## src/rtl/conv2_mac_pair.sv

```systemverilog
// conv2_mac_pair: dual-lane 5x5 multiply-accumulate for the conv2 layer.
// Both lanes share one activation stream. Each lane has its own weight
// stream and bias. Every TAPS accepted samples close one window. The window
// sum is then shifted, passed through ReLU, saturated to 8 bits and
// emitted as a pixel pair tagged with its window index.
module conv2_mac_pair #(
    parameter int DW          = 8,
    parameter int WW          = 8,
    parameter int BW          = 16,
    parameter int ACCW        = 24,
    parameter int TAPS        = 25,
    parameter int SHIFT       = 7,
    parameter int NUM_WINDOWS = 64
) (
    input  logic          clk,
    input  logic          reset,
    input  logic          start,
    input  logic          in_valid,
    input  logic [DW-1:0] act,
    input  logic [WW-1:0] w0,
    input  logic [WW-1:0] w1,
    input  logic [BW-1:0] bias0,
    input  logic [BW-1:0] bias1,
    output logic          out_valid,
    output logic [7:0]    out0,
    output logic [7:0]    out1,
    output logic [5:0]    out_idx,
    output logic          busy,
    output logic          done
);

    localparam int PW  = DW + WW + 1;
    localparam int TCW = $clog2(TAPS);
    localparam logic signed [ACCW-1:0] PIX_MAX = ACCW'(255);

    typedef enum logic [1:0] {IDLE, RUN, DONE} state_t;

    state_t                 state;
    logic signed [ACCW-1:0] acc0, acc1;
    logic signed [ACCW-1:0] sum0, sum1;
    logic [TCW-1:0]         tap_cnt;
    logic [5:0]             win_cnt;
    logic                   pipe_valid;

    logic signed [PW-1:0]   prod0, prod1;
    logic signed [ACCW-1:0] prod0_ext, prod1_ext;
    logic signed [ACCW-1:0] bias0_ext, bias1_ext;
    logic signed [ACCW-1:0] r0, r1;
    logic                   last_tap;

    // The activation is unsigned, so a zero bit is prepended to make it a
    // non-negative signed operand. Products and biases are sign-extended to
    // the accumulator width.
    assign prod0     = $signed({1'b0, act}) * $signed(w0);
    assign prod1     = $signed({1'b0, act}) * $signed(w1);
    assign prod0_ext = {{(ACCW-PW){prod0[PW-1]}}, prod0};
    assign prod1_ext = {{(ACCW-PW){prod1[PW-1]}}, prod1};
    assign bias0_ext = {{(ACCW-BW){bias0[BW-1]}}, bias0};
    assign bias1_ext = {{(ACCW-BW){bias1[BW-1]}}, bias1};
    assign r0        = sum0 >>> SHIFT;
    assign r1        = sum1 >>> SHIFT;
    assign last_tap  = (state == RUN) && in_valid && (tap_cnt == TCW'(TAPS-1));

    // Apply ReLU to the shifted sum, then clip it to the 0..255 pixel range.
    function automatic logic [7:0] clamp_pixel(input logic signed [ACCW-1:0] r);
        logic [7:0] p;
        if (r[ACCW-1])
            p = 8'd0;
        else if (r > PIX_MAX)
            p = 8'hFF;
        else
            p = r[7:0];
        return p;
    endfunction

    // Run control, the accumulate stage and the registered output stage.
    // The output stage consumes a finished window sum one cycle after it is
    // captured. This frees the accumulators for the next window right away.
    always_ff @(posedge clk) begin
        if (reset) begin
            state      <= IDLE;
            acc0       <= '0;
            acc1       <= '0;
            sum0       <= '0;
            sum1       <= '0;
            tap_cnt    <= '0;
            win_cnt    <= '0;
            pipe_valid <= 1'b0;
            out_valid  <= 1'b0;
            out0       <= '0;
            out1       <= '0;
            out_idx    <= '0;
            busy       <= 1'b0;
            done       <= 1'b0;
        end else begin
            out_valid <= 1'b0;

            if (pipe_valid) begin
                pipe_valid <= 1'b0;
                out_valid  <= 1'b1;
                out0       <= clamp_pixel(r0);
                out1       <= clamp_pixel(r1);
                out_idx    <= win_cnt;
                win_cnt    <= win_cnt + 1'b1;
                if (win_cnt == 6'(NUM_WINDOWS-1)) begin
                    state <= DONE;
                    busy  <= 1'b0;
                    done  <= 1'b1;
                end
            end

            case (state)
                IDLE, DONE: begin
                    if (start) begin
                        state      <= RUN;
                        busy       <= 1'b1;
                        done       <= 1'b0;
                        acc0       <= '0;
                        acc1       <= '0;
                        tap_cnt    <= '0;
                        win_cnt    <= '0;
                        pipe_valid <= 1'b0;
                    end
                end
                RUN: begin
                    if (last_tap) begin
                        sum0       <= acc0 + prod0_ext + bias0_ext;
                        sum1       <= acc1 + prod1_ext + bias1_ext;
                        acc0       <= '0;
                        acc1       <= '0;
                        tap_cnt    <= '0;
                        pipe_valid <= 1'b1;
                    end else if (in_valid) begin
                        acc0    <= acc0 + prod0_ext;
                        acc1    <= acc1 + prod1_ext;
                        tap_cnt <= tap_cnt + 1'b1;
                    end
                end
                default: state <= IDLE;
            endcase
        end
    end

endmodule
```

## config.mk

```make
export PLATFORM = sky130hd
export DESIGN_NAME = conv2_mac_pair
export DESIGN_NICKNAME = d
export VERILOG_FILES = /design/src/rtl/conv2_mac_pair.sv
export SDC_FILE = /design/constraint.sdc
export NUM_CORES = 1
export LEC_CHECK = 0
export CAP_MARGIN = 20
export CELL_PAD_IN_SITES_DETAIL_PLACEMENT = 1
export CELL_PAD_IN_SITES_GLOBAL_PLACEMENT = 2
export CORE_UTILIZATION = 38
export CTS_CLUSTER_DIAMETER = 120
export DETAILED_ROUTE_END_ITERATION = 8
export HOLD_SLACK_MARGIN = 0.05
export PLACE_DENSITY = 0.91
export SLEW_MARGIN = 20
export SYNTH_ARGS = -nofsm -noshare
export SYNTH_HDL_FRONTEND = slang
export SYNTH_SLANG_ARGS = --single-unit
```

## constraint.sdc

```tcl
create_clock -name clk -period 7.89 [get_ports clk]
set_input_delay 0.789 -clock clk [delete_from_list [all_inputs] [get_ports clk]]
set_output_delay 0.789 -clock clk [all_outputs]
set_load 0.02 [all_outputs]
```

==> metrics.yaml, run 1 <==
run_status:
  status: "finished, final reports clean"
critical_path:
  regToRegStartpoint: "acc0[6]$_SDFFE_PP0P_"
  crit_path_end: "sum0[23]$_SDFFE_PP0P_"
  start_kind: "input pin"
  r2r_slack_ps: 1220
  cp_max_fo: 10
  cp.depth: 27
  reg2reg_to: "sum0[23]$_SDFFE_PP0P_"
  crit_path_frequent_cell: "fa_1"
  worstRegToRegCells: 26
  worstPathRequired_ps: 8240
  critPathKind: "input pin to register"
  cp_top_family: "adder cells"
  cp-startpoint: "act[5]"
  cp.arrival_ps: 7880
  crit_path_max_incr_delay_ps: 780
  worst-path-buf-inv: 4
  end_kind: "register"
  crit_slowest_cell: "clkdlybuf4s50_1"
timing:
  final_hold_viol_count: 0
  fin_worst_skew_ps: 9.51
  rsz0062_at_grt: "false"
  worst_slack_ps: 361
  final_max_slew_viol_count: 0
  fin_crit_ps: 7530
  max_freq_ghz: 0.133
  period_share: 0.954
  setup_viol: 0
  tightest_slew_ps: 962
  relSlewSlack: 0.358
  fin_setup_tns_ps: 0
  holdWs_ps: 451
clocking:
  cts_buffer_depth: 2
  cts_tree: "done"
  cts.clk_slew.worst_paths_ps: 60
  cts_root_buffer: "clkbuf_16"
  numCtsBuffers: 17
  cts_sinks: 121
  cts_max_level: 4
  clock_latency_ps: 430
  hold_buffers: 0
  cts_setup_buffers: 0
  post_cts_resized: 0
drt:
  drt-initial-drc-count: 356
  dr_total_vias: 10600
  routedWlPerCell_microns: 17.9
  ant_nets: 0
  first_pass_iters: 4
  vias_per_cell: 5.31
  routed_wl_microns: 35600
  post-route-drc-count: 0
grt:
  antenna_found_initial: 0
  grt_max_degree: 84
  grt_pass1_vias: 11600
  grt_pass1_wl_microns: 59200
  grt-ovfl-total: 0
  grtUsageTotal: 0.219
power:
  power_density_nw_per_um2: 364
  peakVddDrop_v: 0.000302
  leakagePower_nw: 6.73
  power_mw: 5.35
floorplanning:
  die_h_microns: 185
  dieArea_sq_um: 34200
  core_area_sq_um: 32800
  fp.dieW_microns: 185
  ios: 85
  num_rows: 66
  initial_core_util: 0.388
placement:
  dp.cells: 1956
  dpl_cell_area_sq_um: 14100
  io_buffers: 84
  place.gp.congestion: 0.858
  dp_hpwl_microns: 28400
  pre_cts_ws_ps: 15.2
final_layout:
  antennaDiodeCount: 0
  syn_to_final_growth_pct: 15.4
  nNetsFinal: 1903
  drive_gt1_frac: 0.0556
  design_area_sq_um: 14700
  fin_util: 0.448
  stdcell_count: 1988
synthesis:
  postSynthAreaPerCell_sq_um: 8.71
  yosys_register_bits: 121
  syn_nets: 1831
  yosysTopAreaCell: "ha_1"
  yosysSeqAreaShare: 0.190
  synth-async-reset-ratio: 0
  synth_edf_count: 0
  synth.cell_area_sq_um: 12700
  synthTopCellsByArea: "ha_1 20%, dfxtp_1 19%, fa_1 16%, nand2_1 4.4%, inv_1 4.3%"
  synth_warnings: 0
  syn_inst: 1461
  ys.flop_type: "dfxtp_1"
  yosys.cell_types.count: 68
  synth_top_area_frac: 0.203
hold_path:
  hold_class: "register to register"
run:
  drv_cap: 0
worst register-to-register path, cell delays in order, from the launching register on:
cell	delay, ps
dfxtp_1	330
inv_1	60
fa_1	530
inv_1	50
fa_1	500
inv_1	60
fa_1	520
inv_1	50
fa_1	430
ha_1	290
ha_1	350
nor2b_1	160
o21a_1	180
o21ai_1	230
a211oi_1	140
a311oi_2	330
nor2b_1	210
xnor2_1	200
ha_1	320
a21oi_1	270
nor2b_1	80
o21a_1	210
nor4b_1	390
a221o_1	270
xnor2_2	70
xnor2_1	160
a211oi_2	220
power by group:
part | internal [mW] | total [mW] | leakage [nW] | switching [mW]
Sequential | 0.644 | 0.668 | 0.978 | 0.0241
Combinational | 1.58 | 3.90 | 5.47 | 2.31
Clock | 0.446 | 0.786 | 0.285 | 0.340
Total | 2.67 | 5.35 | 6.73 | 2.68
sequential cells by signal, summed over array words and instances (netlist names):
signal      count
acc0           24
acc1           24
sum0           17
sum1           17
out0            8
out1            8
out_idx         6
win_cnt         6
tap_cnt         5
state           2
busy            1
done            1
out_valid       1
pipe_valid      1
logic make-up after synthesis:
group / synth area share
fa+ha+maj: 0.366
simple gates: 0.171
flops: 0.190
buf+inv: 0.0587
compound gates: 0.145
mux: 0.0182
xor+xnor: 0.0508
cells in the final DEF, fill, tap and decap left out, drive strengths merged, types with 4 or more instances in the layout:
master | Yosys | layout
clkinv | 0 | 5
a41oi | 4 | 4
or4 | 6 | 6
nand3 | 19 | 19
nor2 | 138 | 138
o21bai | 6 | 6
a21oi | 90 | 90
ha | 207 | 207
xnor2 | 54 | 54
and2 | 64 | 64
nand2b | 15 | 15
nand2 | 150 | 150
a211oi | 13 | 13
nand4 | 9 | 9
o211ai | 8 | 8
xor2 | 19 | 19
mux2i | 22 | 22
nand3b | 4 | 4
o21ai | 31 | 31
fa | 103 | 103
a21o | 23 | 23
a31oi | 7 | 7
nor3 | 28 | 28
clkdlybuf4s50 | 0 | 83
and3 | 11 | 11
inv | 145 | 153
a22oi | 45 | 45
o21a | 12 | 12
nor2b | 10 | 10
buf | 7 | 24
dfxtp | 121 | 121
clkbuf | 47 | 17
cells in the mapped netlist (18+ instances only):
library cell  instances
a21o_1               23
a22oi_1              45
inv_1               145
nand3_1              18
a21oi_1              85
fa_1                103
and2_1               63
mux2i_1              22
xnor2_1              53
nand2_1             150
xor2_1               19
ha_1                207
nor3_1               28
clkbuf_1             47
dfxtp_1             121
nor2_1              138
how the worst min path moves through the flow:
stage          slack, ps  cells past startpoint               endpoint                  start
2_1_floorplan        430                      2  sum0[18]$_SDFFE_PP0P_  sum0[18]$_SDFFE_PP0P_
3_3_place_gp         430                      2  sum0[18]$_SDFFE_PP0P_  sum0[18]$_SDFFE_PP0P_
3_5_place_dp         440                      2        done$_SDFF_PP0_        done$_SDFF_PP0_
4_1_cts              450                      2        done$_SDFF_PP0_        done$_SDFF_PP0_
5_1_grt              460                      2  sum1[22]$_SDFFE_PP0P_  sum1[22]$_SDFFE_PP0P_
6_report             450                      2  sum1[22]$_SDFFE_PP0P_  sum1[22]$_SDFFE_PP0P_
final cells by class:
cell class / count / area (sq um)
Fill cell: 3829 / 18100
Multi-Input combinational cell: 1141 / 9570
Sequential cell: 121 / 2420
Timing Repair Buffer: 107 / 1010
Tap cell: 442 / 553
Inverter: 145 / 544
Clock buffer: 17 / 425
Clock inverter: 15 / 155
routing by layer:
layer / vias up / track usage / part of all wire
li1: 5106 / - / -
met1: 5286 / 0.267 / 0.44
met2: 123 / 0.397 / 0.51
met3: 50 / 0.0313 / 0.023
met4: 0 / 0.0595 / 0.020
met5: - / 0 / 0
Power figures use the tool's default switching activity.
==> inputs of run 2 (changes only) <==
- PLACE_DENSITY: 0.91 -> unset
- PLACE_DENSITY_LB_ADDON: unset -> 0.1
- SLEW_MARGIN: 20 -> 0
==> run 2 against run 1 <==
Compared with the run above: non-clock buffer count is 2 higher; via count shrank 0.83%; highest routed layer unchanged; largest cell class unchanged; core utilization is 0.24 points higher; die area unchanged; sequential cell count is the same.
==> metrics.yaml, run 2 (same netlist as run 1, synthesis figures left out) <==
drt:
  ant_nets: 0
  routed_wl_microns: 34300
  vias_per_cell: 5.26
  first_pass_iters: 4
  post-route-drc-count: 0
  dr_total_vias: 10500
  drt-initial-drc-count: 285
  routedWlPerCell_microns: 17.3
grt:
  antenna_found_initial: 0
  grtUsageTotal: 0.210
  grt_pass1_wl_microns: 56700
  grt_pass1_vias: 11100
  met3_usage: 0.0287
  busiest_layer: "met2"
  grt_max_degree: 74
  grtUsageMet2: 0.361
  grt_util_met1: 0.277
  grt-ovfl-total: 0
power:
  power_density_nw_per_um2: 363
  peakVddDrop_v: 0.000456
  leakagePower_nw: 6.77
final_layout:
  mostFrequentLayoutCell: "ha_1"
  nNetsFinal: 1905
  antennaDiodeCount: 0
  drive_gt1_frac: 0.0568
  fill_cells: 3874
  final_cell_mix: "207 x ha_1, 150 x nand2_1, 145 x inv_1"
  reg_top3: "acc0 x24, acc1 x24"
  syn_to_final_growth_pct: 16.0
  stdcell_count: 1990
timing:
  worst_slack_ps: 579
  period_share: 0.927
  fin_worst_skew_ps: 14.3
  rsz0062_at_grt: "false"
  tightest_slew_ps: 806
  setup_viol: 0
  final_max_slew_viol_count: 0
  fin_crit_ps: 7310
  final_hold_viol_count: 0
  max_freq_ghz: 0.137
  relSlewSlack: 0.462
  fin_setup_tns_ps: 0
critical_path:
  end_kind: "register"
  start_kind: "input pin"
  reg2reg_to: "sum0[23]$_SDFFE_PP0P_"
  worstPathRequired_ps: 8230
  cp_max_fo: 11
  cp-startpoint: "act[2]"
  crit_path_frequent_cell: "fa_1"
  critPathKind: "input pin to register"
  crit_path_max_incr_delay_ps: 670
  r2r_slack_ps: 1340
  regToRegStartpoint: "acc0[6]$_SDFFE_PP0P_"
  crit_chain: "clkdlybuf4s50_1 -> buf_4 -> and2_1 -> fa_1 -> fa_1 -> fa_1 -> fa_1 -> ha_1 -> ha_1 -> o21a_1 -> o21ai_1 -> a21oi_2 -> a221oi_2 -> a21oi_1 -> xor2_1 -> ha_1 -> and2_1 -> and3_1 -> and3_1 -> a221oi_2 -> a221o_1 -> xnor2_2 -> xnor2_1 -> a211oi_2"
  cp.arrival_ps: 7650
  crit_slowest_cell: "clkdlybuf4s50_1"
  worstRegToRegCells: 26
floorplanning:
  ios: 85
  core_area_sq_um: 32800
  fp.dieW_microns: 185
  dieArea_sq_um: 34200
  die_h_microns: 185
  num_rows: 66
  initial_core_util: 0.388
clocking:
  post_cts_resized: 0
  cts_sinks: 121
  cts.clk_slew.worst_paths_ps: 60
  cts_max_level: 4
  numCtsBuffers: 17
  hold_buffers: 0
  cts_setup_buffers: 0
  cts_buffer_depth: 2
  cts_tree: "done"
  cts_root_buffer: "clkbuf_16"
  clock_latency_ps: 430
hold_path:
  hold-path-cell-count: 2
  hold_class: "register to register"
  worstHoldEndpoint: "sum0[18]$_SDFFE_PP0P_"
  hp-start: "sum0[18]$_SDFFE_PP0P_"
placement:
  dp.cells: 1958
  pre_cts_ws_ps: 51.7
  place.gp.congestion: 0.833
  io_buffers: 84
  dp_hpwl_microns: 27400
run_status:
  status: "finished, final reports clean"
run:
  drv_cap: 0
-- run 2: per-layer routing --
layer	wire length, microns	vias up
met5	0	-
met4	533	0
met3	758	31
met2	16600	116
met1	16400	5222
li1	-	5108
-- run 2: layout make-up --
type	count	area, sq um	share of cell area
Multi-Input combinational cell	1141	9570	0.648
Sequential cell	121	2420	0.164
Timing Repair Buffer	109	1040	0.0705
Tap cell	442	553	0.0375
Inverter	145	544	0.0369
Clock buffer	20	467	0.0316
Clock inverter	12	163	0.0110
-- run 2: how the worst max path moves through the flow --
stage	end	slack [ps]	cells after the start
after floorplan	sum0[23]$_SDFFE_PP0P_	1110	27
after global placement	sum0[21]$_SDFFE_PP0P_	170	27
after detailed placement	sum0[23]$_SDFFE_PP0P_	50	26
after CTS	sum0[23]$_SDFFE_PP0P_	470	26
after global routing	sum1[23]$_SDFFE_PP0P_	130	29
final	sum0[23]$_SDFFE_PP0P_	580	24
-- run 2: report_power, final --
group	internal [mW]	switching (mW)	leakage, nW
sequential	0.644	0.0234	0.978
combinational	1.58	2.26	5.49
clock	0.526	0.319	0.304
total	2.75	2.61	6.77
-- run 2: stage by stage --
stage / power [mW] / hold slack (ps) / area (sq um) / util
2_1_floorplan: 3.53 / 426 / 12700 / -
3_3_place_gp: 4.54 / 434 / 14100 / 0.431
3_5_place_dp: 4.59 / 445 / 14100 / 0.431
4_1_cts: 5.48 / 454 / 14800 / 0.450
5_1_grt: 5.92 / 472 / 14800 / 0.450
6_report: 5.36 / 450 / 14800 / 0.450
-- run 2: worst max-delay path: cells and delay by family --
family | cells | cell delay [ps]
AOI/OAI and AO/OA | 8 | 1750
xor gates and xnor gates | 3 | 500
adders and majority gates | 7 | 2880
buffers and inverters | 2 | 950
and+or+nand+nor | 4 | 780
